<file path="config.mk">
export PLATFORM = sky130hd
export DESIGN_NAME = pack_u32_stream
export DESIGN_NICKNAME = d
export VERILOG_FILES = /design/src/rtl/pack_u32_stream.sv
export SDC_FILE = /design/constraint.sdc
export NUM_CORES = 1
export LEC_CHECK = 0
export CAP_MARGIN = 20
export CORE_MARGIN = 8
export CORE_UTILIZATION = 45
export CTS_CLUSTER_DIAMETER = 150
export DETAILED_ROUTE_END_ITERATION = 8
export PLACE_DENSITY = 0.82
export SLEW_MARGIN = 10
export SYNTH_ARGS = -nofsm -noshare
export SYNTH_HDL_FRONTEND = slang
export SYNTH_SLANG_ARGS = --single-unit
</file>
<file path="constraint.sdc">
create_clock -name clk -period 2.76 [get_ports clk]
set_clock_uncertainty 0.1 [all_clocks]
set_input_delay 0.276 -clock clk [delete_from_list [all_inputs] [get_ports clk]]
set_output_delay 0.276 -clock clk [all_outputs]
set_load 0.05 [all_outputs]
</file>
<file path="src/rtl/pack_u32_stream.sv">
// LEB128 byte-stream encoder for one W-bit value per handshake; define LEB128_SIGNED_EN for SLEB128.
// Latency: first byte the cycle after acceptance. Backpressure: byte held until o_ready; i_ready only when idle or on the last byte.
module pack_u32_stream #(
  parameter int W = 32
) (
  input  logic         clk,
  input  logic         reset_n,
  input  logic         i_valid,
  output logic         i_ready,
  input  logic [W-1:0] i_data,
  output logic         o_valid,
  input  logic         o_ready,
  output logic [7:0]   o_data,
  output logic         o_last
);

  localparam int MAXB = (W + 6) / 7;
  localparam int IW   = $clog2(MAXB);

  typedef enum logic {IDLE, EMIT} state_t;

  state_t        state, state_nxt;
  logic [W-1:0]  sh, sh_nxt;
  logic [IW-1:0] idx, idx_nxt;
  logic [7:0]    dat_nxt;
  logic          last_nxt;
  logic          more_nxt;

  function automatic logic [W-1:0] shr7(input logic [W-1:0] v);
`ifdef LEB128_SIGNED_EN
    return $signed(v) >>> 7;
`else
    return v >> 7;
`endif
  endfunction

  // The byte at index MAXB-1 always terminates the value, whatever the remaining bits.
  function automatic logic more_of(input logic [W-1:0] v, input logic [IW-1:0] ix);
    logic [W-1:0] s;
    s = shr7(v);
    if (ix == IW'(MAXB - 1)) return 1'b0;
`ifdef LEB128_SIGNED_EN
    return !((s == '0 && !v[6]) || (s == '1 && v[6]));
`else
    return s != '0;
`endif
  endfunction

  assign o_valid = (state == EMIT);
  assign i_ready = (state == IDLE) | (o_valid & o_ready & o_last);

  always_comb begin
    state_nxt = state;
    sh_nxt    = sh;
    idx_nxt   = idx;
    if (i_valid && i_ready) begin
      sh_nxt    = i_data;
      idx_nxt   = '0;
      state_nxt = EMIT;
    end else if (state == EMIT && o_ready) begin
      if (o_last) begin
        sh_nxt    = '0;
        idx_nxt   = '0;
        state_nxt = IDLE;
      end else begin
        sh_nxt  = shr7(sh);
        idx_nxt = idx + IW'(1);
      end
    end
    // Output byte is precomputed from the next shift-register contents so it is registered.
    more_nxt = more_of(sh_nxt, idx_nxt);
    dat_nxt  = 8'h00;
    last_nxt = 1'b0;
    if (state_nxt == EMIT) begin
      dat_nxt  = {more_nxt, sh_nxt[6:0]};
      last_nxt = ~more_nxt;
    end
  end

  always_ff @(posedge clk or negedge reset_n) begin
    if (!reset_n) begin
      state  <= IDLE;
      sh     <= '0;
      idx    <= '0;
      o_data <= 8'h00;
      o_last <= 1'b0;
    end else begin
      state  <= state_nxt;
      sh     <= sh_nxt;
      idx    <= idx_nxt;
      o_data <= dat_nxt;
      o_last <= last_nxt;
    end
  end

endmodule

</file>
==> results of run 1 <==
final timing paths:
| path | start | end | slack, ps |
|---|---|---|---|
| min in group clk | i_data[31] | sh[31]$_DFF_PN0_ | 430 |
| worst min-delay path | reset_n | o_data[6]$_DFF_PN0_ | 30 |
| worst max-delay path | o_last$_DFF_PN0_ | o_last | 540 |
| worst max register to register | o_valid$_DFF_PN0_ | o_last$_DFF_PN0_ | 700 |
| worst min register to register | sh[5]$_DFF_PN0_ | sh[5]$_DFF_PN0_ | 440 |
| max in group asynchronous | reset_n | sh[24]$_DFF_PN0_ | 1930 |
power breakdown:
group	internal [uW]	switching [uW]	total (uW)
combinational	511	688	1200
clock	175	218	392
sequential	916	171	1090
state kept, by name, indices dropped and copies added (netlist names):
register and count:
sh 32, o_data 8, idx 3, o_last 1
o_valid 1
cells in the mapped netlist, drive strengths merged (5+ instances only):
cell type  number  area (um^2)
a21oi          22        110.1
a31oi           6        37.54
and2            9        56.30
buf            13        68.81
clkbuf          6        22.52
dfrtp          45         1126
nand2          27        103.9
nand3           6        30.03
nand4           5        31.28
nand4b          8        70.07
nor2           25        93.84
nor3            8        40.04
nor3b          17        127.6
o21ai          17        85.08
per-layer routing:
layer / GRT usage (%) / part of all wire [%] / up-vias
li1: - / - / 1028
met1: 18.79 / 45 / 1030
met2: 25.32 / 48 / 62
met3: 3.714 / 6.0 / 5
met4: 5.069 / 1.3 / 0
met5: 0 / 0 / -
cells in the final DEF, fill, tap and decap left out, types with 2 or more instances in the layout:
cell | synthesis | final
nand4b_1 | 8 | 8
a21oi_1 | 22 | 22
nand3b_1 | 3 | 3
clkdlybuf4s50_1 | 0 | 44
clkinv_2 | 0 | 2
nor3b_1 | 17 | 17
mux2i_1 | 4 | 4
and4b_1 | 2 | 2
o21ai_0 | 17 | 17
buf_4 | 2 | 12
dfrtp_1 | 45 | 45
nor2_1 | 25 | 25
nand2_1 | 26 | 26
nand4_1 | 5 | 5
nand3_1 | 6 | 6
clkbuf_8 | 0 | 5
nor3_1 | 8 | 8
nand2b_1 | 4 | 4
o22ai_1 | 3 | 3
nor4_1 | 4 | 4
a21boi_0 | 2 | 2
and2_1 | 9 | 9
inv_1 | 4 | 4
o211ai_1 | 3 | 3
a21o_1 | 2 | 2
a31oi_1 | 6 | 6
stage by stage:
stage	utilization, %	area [um^2]	hold slack, ps
after global placement	57.13	2899	379.6
after CTS	58.83	2985	62.84
final	58.83	2985	26.07
after global routing	58.83	2985	104.1
after floorplan	-	2347	-119.6
after detailed placement	57.13	2899	392.0
cells by family after synthesis:
group / count (synthesis)
AND/OR/NAND/NOR: 120
AO/OA/AOI/OAI: 65
multiplexers: 4
flip-flops: 45
adder cells (fa/ha/maj): 1
buffers and inverters: 23
cell type report:
cell class | instances | area share [%]
multi-input combinational | 190 | 37.34
clock inverter | 3 | 0.5868
inverter | 4 | 0.5029
clock buffer | 5 | 2.305
timing repair buffer | 58 | 18.61
tap | 70 | 2.934
sequential | 45 | 37.72
==> results by group, run 1 <==
Cells and area
  • Multi-input gate area: 1115 um^2
  • FF/Latch Area: 1126 um^2
  • Final #Nets: 341
  • Count of non-filler cells in the finished layout: 375
  • Layout Area Growth over Synthesis: 27.19%
  • Layout cells sized above 1: 8.525%
  • Filler cells: 460
  • Diode count: 0

Synth
  • #FFs+latches synth: 45
  • Multiplexer area fraction after synthesis: 1.706%
  • Post-synth EDFFs: 0
  • Combinational family with the most area after synthesis: simple AND/OR/NAND/NOR gates
  • Synth async-reset ratio: 100.0%
  • Simple-gate area share of the yosys netlist: 28.04%
  • Synth Area in Adders: 0.5330%
  • Net Count, Synth: 295
  • Synth Area in XOR/XNOR: 0%
  • Synth Warn #: 0
  • Cell area after synthesis: 2347 um^2
  • Syn_area_per_cell: 9.098 um^2
  • Sequential element share of the synthesized area: 47.97%
  • Yosys cell types: 40
  • Synth Area in Compound Gates: 17.22%
  • Cell count after synthesis: 258
  • Synth Flop Type: dfrtp_1

Floorplan
  • DIE HEIGHT: 88.22 um
  • Site row count: 26
  • Initial core utilization: 46.25%
  • Core ar.: 5075 um^2
  • Die Area: 7783 um^2
  • I/O pins: 47
  • DIE WIDTH: 88.22 um

Setup path
  • Reg2Reg Depth: 6
  • Critical Path Fanout Max: 34
  • Worst path depth: 2
  • Slowest cell on crit path: clkdlybuf4s50_1
  • CP Buf/Inv Count: 2
  • Largest stage delay on the critical path: 870 ps
  • Worst EP required: 2380 ps
  • CP top delay family: buffers and inverters
  • CP Launch Type: flop
  • WS Path Type: reg -> out
  • Critical Path End Type: output pin
  • CP Cell Sequence: buf_4, clkdlybuf4s50_1
  • CP Data Arrival Time: 1840 ps

Timing
  • Final Hold Viols: 0
  • F_max: 451.0 MHz
  • RSZ-0062 raised after global routing: no
  • Final Max Slew Viols: 0
  • Worst slew pin tran: 964.8 ps
  • Final setup violation count: 0
  • Slew HR: 35.68%
  • Setup ws final: 542.9 ps
  • Final period util: 80.33%
  • Post-route setup TNS: 0 ps
  • Final worst path period need: 2217 ps

Drt
  • DRC viols: 0
  • Via count: 2125
  • 1st-pass router iterations: 4
  • Routed Antenna Nets: 0
  • Vias/cell: 5.667
  • Initial DRC Count: 108
  • Routed WL: 5609 um
  • DR WL/cell: 14.96 um

GRT
  • Global-route wire length before repair: 9315 um
  • Largest net degree at the start of global routing: 46
  • Gr usage total: 15.23%
  • Number of global-route vias before repair: 2017
  • Grt total ovfl: 0
  • Initial antenna violation count: 0

CTS
  • CTS root buffer: clkbuf_8
  • Number of post-CTS setup repair buffers: 0
  • PostCTS Resize Cnt: 0
  • Clk pin slew, worst setup/hold paths: 80 ps
  • CTS Buf Count: 5
  • CTS tree: yes
  • H-tree level count: 2
  • CTS Sinks: 45
  • Worst-case clock buffer depth: 2
  • Cts hold-fix bufs: 0
  • Clk Latency, worst-skew pair: 300 ps

Placement
  • Placed insts: 367
  • Detailed Place HPWL: 4250 um
  • Pre-CTS WS: 368.0 ps
  • Port bufs: 46
  • RD Place Congestion: 0.9079

Pwr
  • Design Power: 2678 uW
  • Maximum vdd drop: 0.0003615 V
  • Leakage dissipation: 0.001246 uW
  • Pwr/cell area: 897.1 nW/um^2

Status
  • Status: completed

Job
  • Max cap viols: 0

Hold path
  • Worst Hold Class: in -> async
Power figures use the tool's default switching activity.
==> inputs of run 2 (changes only) <==
--- a/config.mk
+++ b/config.mk
@@ -10,7 +10,7 @@
 export CORE_UTILIZATION = 45
 export CTS_CLUSTER_DIAMETER = 150
 export DETAILED_ROUTE_END_ITERATION = 8
-export PLACE_DENSITY = 0.82
+export PLACE_DENSITY = 0.85
 export SLEW_MARGIN = 10
 export SYNTH_ARGS = -nofsm -noshare
 export SYNTH_HDL_FRONTEND = slang
==> constraint.sdc (replaced) <==
create_clock -name clk -period 2 [get_ports clk]
set_clock_uncertainty 0.1 [all_clocks]
set_input_delay 0.2 -clock clk [delete_from_list [all_inputs] [get_ports clk]]
set_output_delay 0.2 -clock clk [all_outputs]
set_load 0.05 [all_outputs]
==> run 2 against run 1 <==
Sequential power increased by 40%; via count increased by 7.4%; global-route usage increased by 1.9 points; first-iteration DRC count increased by 57%; critical path depth increased by 5; clock power increased by 85%; design area increased by 8.8%; die area unchanged; setup slack got worse by 500 ps; critical path type is now reg -> reg; highest routed layer unchanged.
==> results by group, run 2 (same netlist as run 1, synthesis figures left out) <==
Status
  • Status: completed

CTS
  • CTS tree: yes
  • Worst-case clock buffer depth: 2 (unchanged)
  • H-tree level count: 2 (unchanged)
  • CTS root buffer: clkbuf_8
  • CTS Sinks: 45 (unchanged)
  • CTS Buf Count: 5 (unchanged)
  • Clk pin slew, worst setup/hold paths: 90 ps (about the same)
  • Clk Latency, worst-skew pair: 310 ps (about the same)

GRT
  • Number of global-route vias before repair: 2381 (+18%)
  • Largest net degree at the start of global routing: 36 (-22%)
  • Initial antenna violation count: 0 (unchanged)
  • Gr usage total: 17.13% (+1.9 points)
  • Grt total ovfl: 0 (unchanged)
  • Global-route wire length before repair: 10540 um (+13%)

Drt
  • Routed Antenna Nets: 0 (unchanged)
  • DR WL/cell: 16.31 um (+9.0%)
  • Vias/cell: 5.722 (+0.97%)
  • Routed WL: 6508 um (+16%)
  • 1st-pass router iterations: 6 (+2)
  • DRC viols: 0 (unchanged)
  • Via count: 2283 (+7.4%)
  • Initial DRC Count: 170 (+57%)

Setup path
  • Critical Path Fanout Max: 16 (-53%)
  • Critical Path End Type: flop
  • Worst EP required: 2090 ps (-290 ps)
  • WS Path Type: reg -> reg
  • CP Launch Type: flop
  • CP Data Arrival Time: 2050 ps (+210 ps)

Pwr
  • Internal power: 2540 uW (+59%)
  • Clock Power Share: 17.4% (+2.8 points)
  • Design Power: 4172 uW (+56%)
  • Reg power frac: 36.6% (-4.0 points)
  • Pwr/cell area: 1284 nW/um^2 (+43%)
  • Combinational fraction of design power: 46.0% (+1.2 points)
  • Maximum vdd drop: 0.0005433 V (+50%)
  • Leakage dissipation: 0.001384 uW (+11%)
  • Sw Share: 39.13% (-1.1 points)
  • Sw power: 1632 uW (+52%)

Placement
  • Placed insts: 385 (+4.9%)
  • Detailed Place HPWL: 4645 um (+9.3%)
  • RD Place Congestion: 0.8997 (-0.90%)
  • Port bufs: 46 (unchanged)
  • Pre-CTS WS: -201.6 ps (-569.5 ps)

Timing
  • Worst slew pin tran: 785.3 ps (-179.5 ps)
  • Slew HR: 47.65% (+12 points)
  • Final Max Slew Viols: 0 (unchanged)
  • Final Hold Viols: 0 (unchanged)
  • F_max: 511.6 MHz
  • Final setup violation count: 0 (unchanged)
  • Final period util: 97.74%
  • Final worst path period need: 1955 ps
  • Post-route setup TNS: 0 ps (unchanged)
  • Setup ws final: 45.17 ps (-497.8 ps)

Cells and area
  • Final #Nets: 365 (+7.0%)
  • Biggest register: sh
  • Layout Area Growth over Synthesis: 38.43%
  • Count of non-filler cells in the finished layout: 399 (+6.4%)
  • Multi-input gate area: 1149 um^2 (+3.0%)
  • FF/Latch Area: 1129 um^2 (+0.22%)
  • Largest regs: sh: 32 flops, o_data: 8 flops, idx: 3 flops
  • Diode count: 0 (unchanged)
  • Most common cell after layout, fill and taps aside: dfrtp_1
  • Most frequent cells in the layout: dfrtp_1 (43), clkdlybuf4s50_1 (42), buf_4 (35)
  • Filler cells: 414 (-10%)
  • Layout cells sized above 1: 17.93% (+9.4 points)
  • Max reg flops: 32 (unchanged)

Floorplan
  • DIE HEIGHT: 88.22 um (unchanged)
  • Core ar.: 5075 um^2 (unchanged)
  • I/O pins: 47 (unchanged)
  • DIE WIDTH: 88.22 um (unchanged)
  • Die Area: 7783 um^2 (unchanged)
  • Initial core utilization: 46.25% (unchanged)
  • Site row count: 26 (unchanged)

Hold path
  • Worst Hold Class: in -> reg

Job
  • Max cap viols: 0 (unchanged)
-- run 2: final cells by class --
class,count,share of cell area (%)
multi-input cells,190,35.35
flip-flops and latches,45,34.73
repair buffers,82,23.07
well taps,70,2.695
clock inverters,2,1.155
inverters,4,0.4621
clock buffers,6,2.541
-- run 2: repair_timing --
item                       CTS  global route
hold endpoints to repair    34             0
resized for setup            0            14
setup endpoints to repair    0             2
setup buffers                0             5
hold buffers                 1             0
-- run 2: power groups by stage --
stage	combinational (uW)	sequential, uW	clock, uW
global placement	1750	1510	0
detailed placement	1800	1530	0
finish	1920	1530	727
CTS	1820	1510	738
floorplan	884	1730	0
global route	2060	1550	771
-- run 2: stage by stage --
stage	hold WS (ps)	util, %	area [um^2]
2_1_floorplan	-195.6	-	2350
3_3_place_gp	220.0	59.99	3044
3_5_place_dp	224.6	59.99	3044
4_1_cts	344.1	62.55	3174
5_1_grt	349.6	64.03	3249
6_report	348.0	64.03	3249
-- run 2: worst max-delay path, stage by stage, from the launching register on --
cell      delay, ps
dfrtp_2         460
buf_4           150
buf_4           180
nand3b_1        110
o211ai_1        140
nor3_2          250
o21ai_2         100
o311a_1         360
-- run 2: final timing paths --
kind                              startpoint  slack (ps)                   to  depth (start not counted)
setup / recovery           o_valid$_DFF_PN0_          50  o_data[7]$_DFF_PN0_                          7
hold / removal                    i_data[31]         350     sh[31]$_DFF_PN0_                          3
setup reg to reg           o_valid$_DFF_PN0_          50  o_data[7]$_DFF_PN0_                          7
hold reg to reg             sh[25]$_DFF_PN0_         440     sh[25]$_DFF_PN0_                          2
max in group asynchronous            reset_n         750     sh[12]$_DFF_PN0_                          3
min in group asynchronous            reset_n         400  o_data[2]$_DFF_PN0_                          2
-- run 2: metal layers --
layer | routed length (um) | vias up | track usage, %
li1 | - | 1070 | -
met1 | 2636 | 1076 | 19.54
met2 | 3239 | 116 | 29.26
met3 | 499 | 21 | 5.200
met4 | 132 | 0 | 6.605
met5 | 0 | - | 0
==> inputs of run 3 (changes only) <==
--- a/config.mk
+++ b/config.mk
@@ -7,10 +7,10 @@
 export LEC_CHECK = 0
 export CAP_MARGIN = 20
 export CORE_MARGIN = 8
-export CORE_UTILIZATION = 45
+export CORE_UTILIZATION = 44
 export CTS_CLUSTER_DIAMETER = 150
 export DETAILED_ROUTE_END_ITERATION = 8
-export PLACE_DENSITY = 0.85
+export PLACE_DENSITY = 0.84
 export SLEW_MARGIN = 10
 export SYNTH_ARGS = -nofsm -noshare
 export SYNTH_HDL_FRONTEND = slang
==> run 3 against run 2 <==
Die area increased by 1.9%; critical path depth increased by 1; final cell count increased by 0.50%; hold slack got worse by 45 ps; largest power group unchanged; setup slack improved by 8.3 ps; total power decreased by 5.3%; global-route usage decreased by 0.85 points.
==> results by group, run 3 (same netlist as run 1, synthesis figures left out) <==
Timing
  • F_max: 513.7 MHz (+0.43%)
  • Worst slew pin tran: 506.7 ps (-278.6 ps)
  • Final period util: 97.33% (-0.41 points)
  • Final Hold Viols: 0 (unchanged)
  • Slew HR: 66.22% (+19 points)
  • Setup ws final: 53.45 ps (+8.283 ps)
  • Post-route setup TNS: 0 ps (unchanged)
  • Final Max Slew Viols: 0 (unchanged)
  • Final setup violation count: 0 (unchanged)
  • Final worst path period need: 1947 ps (-8.283 ps)

Pwr
  • Pwr/cell area: 1226 nW/um^2 (-4.5%)
  • Maximum vdd drop: 0.0004737 V (-13%)
  • Leakage dissipation: 0.001375 uW (-0.66%)

GRT
  • Grt total ovfl: 0 (unchanged)
  • Initial antenna violation count: 0 (unchanged)
  • Global-route wire length before repair: 10060 um (-4.6%)
  • Gr usage total: 16.27% (-0.85 points)
  • Most Used Layer, Global Route: met2
  • Largest net degree at the start of global routing: 27 (-25%)
  • Met1 Track Usage GR: 20.04% (+0.51 points)
  • Met3 Track Usage GR: 5.055% (-0.14 points)
  • M2 GR Usage: 26.68% (-2.6 points)
  • Number of global-route vias before repair: 2181 (-8.4%)

Drt
  • DR WL/cell: 15.18 um (-7.0%)
  • Via count: 2179 (-4.6%)
  • Vias/cell: 5.434 (-5.0%)
  • Routed WL: 6086 um (-6.5%)
  • DRC viols: 0 (unchanged)
  • Initial DRC Count: 112 (-34%)
  • Routed Antenna Nets: 0 (unchanged)
  • 1st-pass router iterations: 4 (-2)

Setup path
  • Worst setup startpoint: o_ready
  • CP Buf/Inv Count: 3 (+1)
  • WS Path Type: in -> reg
  • Largest stage delay on the critical path: 610 ps (+150 ps)
  • CP top delay family: buffers and inverters
  • CP Data Arrival Time: 2080 ps (+30 ps)
  • Critical Path End Type: flop
  • Reg-to-Reg Start: o_valid$_DFF_PN0_
  • Critical Path Fanout Max: 9 (-7)
  • Worst EP required: 2140 ps (+50 ps)
  • Slowest cell on crit path: clkdlybuf4s50_1
  • Critical path's most frequent cell: buf_4
  • CP Launch Type: primary input
  • CP Cell Sequence: clkdlybuf4s50_1, nand2_4, buf_4, nor3b_1, a21oi_1, a31oi_1, buf_4, o311a_1

Placement
  • Detailed Place HPWL: 4557 um (-1.9%)
  • Port bufs: 46 (unchanged)
  • Pre-CTS WS: -187.1 ps (+14.49 ps)
  • RD Place Congestion: 0.9066 (+0.77%)

CTS
  • CTS Buf Count: 5 (unchanged)
  • CTS Sinks: 45 (unchanged)
  • Worst-case clock buffer depth: 2 (unchanged)
  • Clk pin slew, worst setup/hold paths: 80 ps (about the same)
  • CTS root buffer: clkbuf_8
  • H-tree level count: 2 (unchanged)
  • CTS tree: yes
  • Clk Latency, worst-skew pair: 300 ps (about the same)

Cells and area
  • Biggest register: sh
  • Final #Nets: 367 (+0.55%)
  • Layout Area Growth over Synthesis: 37.26%
  • Max reg flops: 32 (unchanged)
  • Most common cell after layout, fill and taps aside: dfrtp_1
  • Most frequent cells in the layout: dfrtp_1 (43), clkdlybuf4s50_1 (42), buf_4 (36)
  • Multi-input gate area: 1130 um^2 (-1.6%)
  • Diode count: 0 (unchanged)
  • Largest regs: sh: 32 flops, o_data: 8 flops, idx: 3 flops
  • Layout cells sized above 1: 16.62% (-1.3 points)
  • FF/Latch Area: 1129 um^2 (unchanged)
  • Filler cells: 450 (+8.7%)

Floorplan
  • I/O pins: 47 (unchanged)
  • Initial core utilization: 45.67% (-0.59 points)
  • DIE HEIGHT: 89.04 um (+0.93%)
  • Site row count: 26 (unchanged)
  • DIE WIDTH: 89.04 um (+0.93%)
  • Die Area: 7928 um^2 (+1.9%)
  • Core ar.: 5140 um^2 (+1.3%)

Hold path
  • Worst Hold Class: in -> async

Status
  • Status: completed

Job
  • Max cap viols: 0 (unchanged)
## run 3: area by class of cell
cell class / instances / share of cell area (%)
Timing Repair Buffer: 84 / 24.12
Inverter: 4 / 0.4660
Tap cell: 70 / 2.718
Sequential cell: 45 / 35.03
Clock inverter: 1 / 0.2330
Clock buffer: 7 / 2.369
Multi-Input combinational cell: 190 / 35.07
## run 3: timing repair
action	in CTS	in global routing
hold buffers	1	0
endpoints found under the setup margin	0	2
resized for setup	0	4
setup buffers	0	4
hold endpoints to repair	19	0
## run 3: metal layers
layer	share of wire, %	vias to the layer above
met4	0.74	0
met3	5.6	6
met2	48	57
met1	46	1043
li1	-	1073
met5	0	-
## run 3: path summary, 6_finish.rpt
| path | to | slack, ps | cells after the start |
|---|---|---|---|
| hold / removal | o_data[1]$_DFF_PN0_ | 300 | 2 |
| max in group asynchronous | o_valid$_DFF_PN0_ | 980 | 3 |
| min in group clk | sh[31]$_DFF_PN0_ | 340 | 3 |
| setup reg to reg | o_data[7]$_DFF_PN0_ | 110 | 6 |
| setup / recovery | o_data[7]$_DFF_PN0_ | 50 | 8 |
| hold reg to reg | sh[2]$_DFF_PN0_ | 450 | 2 |
## run 3: report_power, final
| group | switching (uW) | internal [uW] | total (uW) |
|---|---|---|---|
| logic | 988 | 886 | 1870 |
| clock network | 311 | 248 | 558 |
| registers | 253 | 1270 | 1520 |
## run 3: through the flow
step | cell area [um^2] | hold slack, ps | utilization [%] | instances | total power (uW)
floorplan | 2350 | -195.6 | - | 258 | 2615
global placement | 3079 | 93.68 | 59.91 | 388 | 3305
CTS | 3173 | 324.1 | 61.73 | 397 | 3910
finish | 3222 | 303.5 | 62.68 | 401 | 3951
detailed placement | 3079 | 97.45 | 59.91 | 388 | 3353
global route | 3222 | 328.6 | 62.68 | 401 | 4211
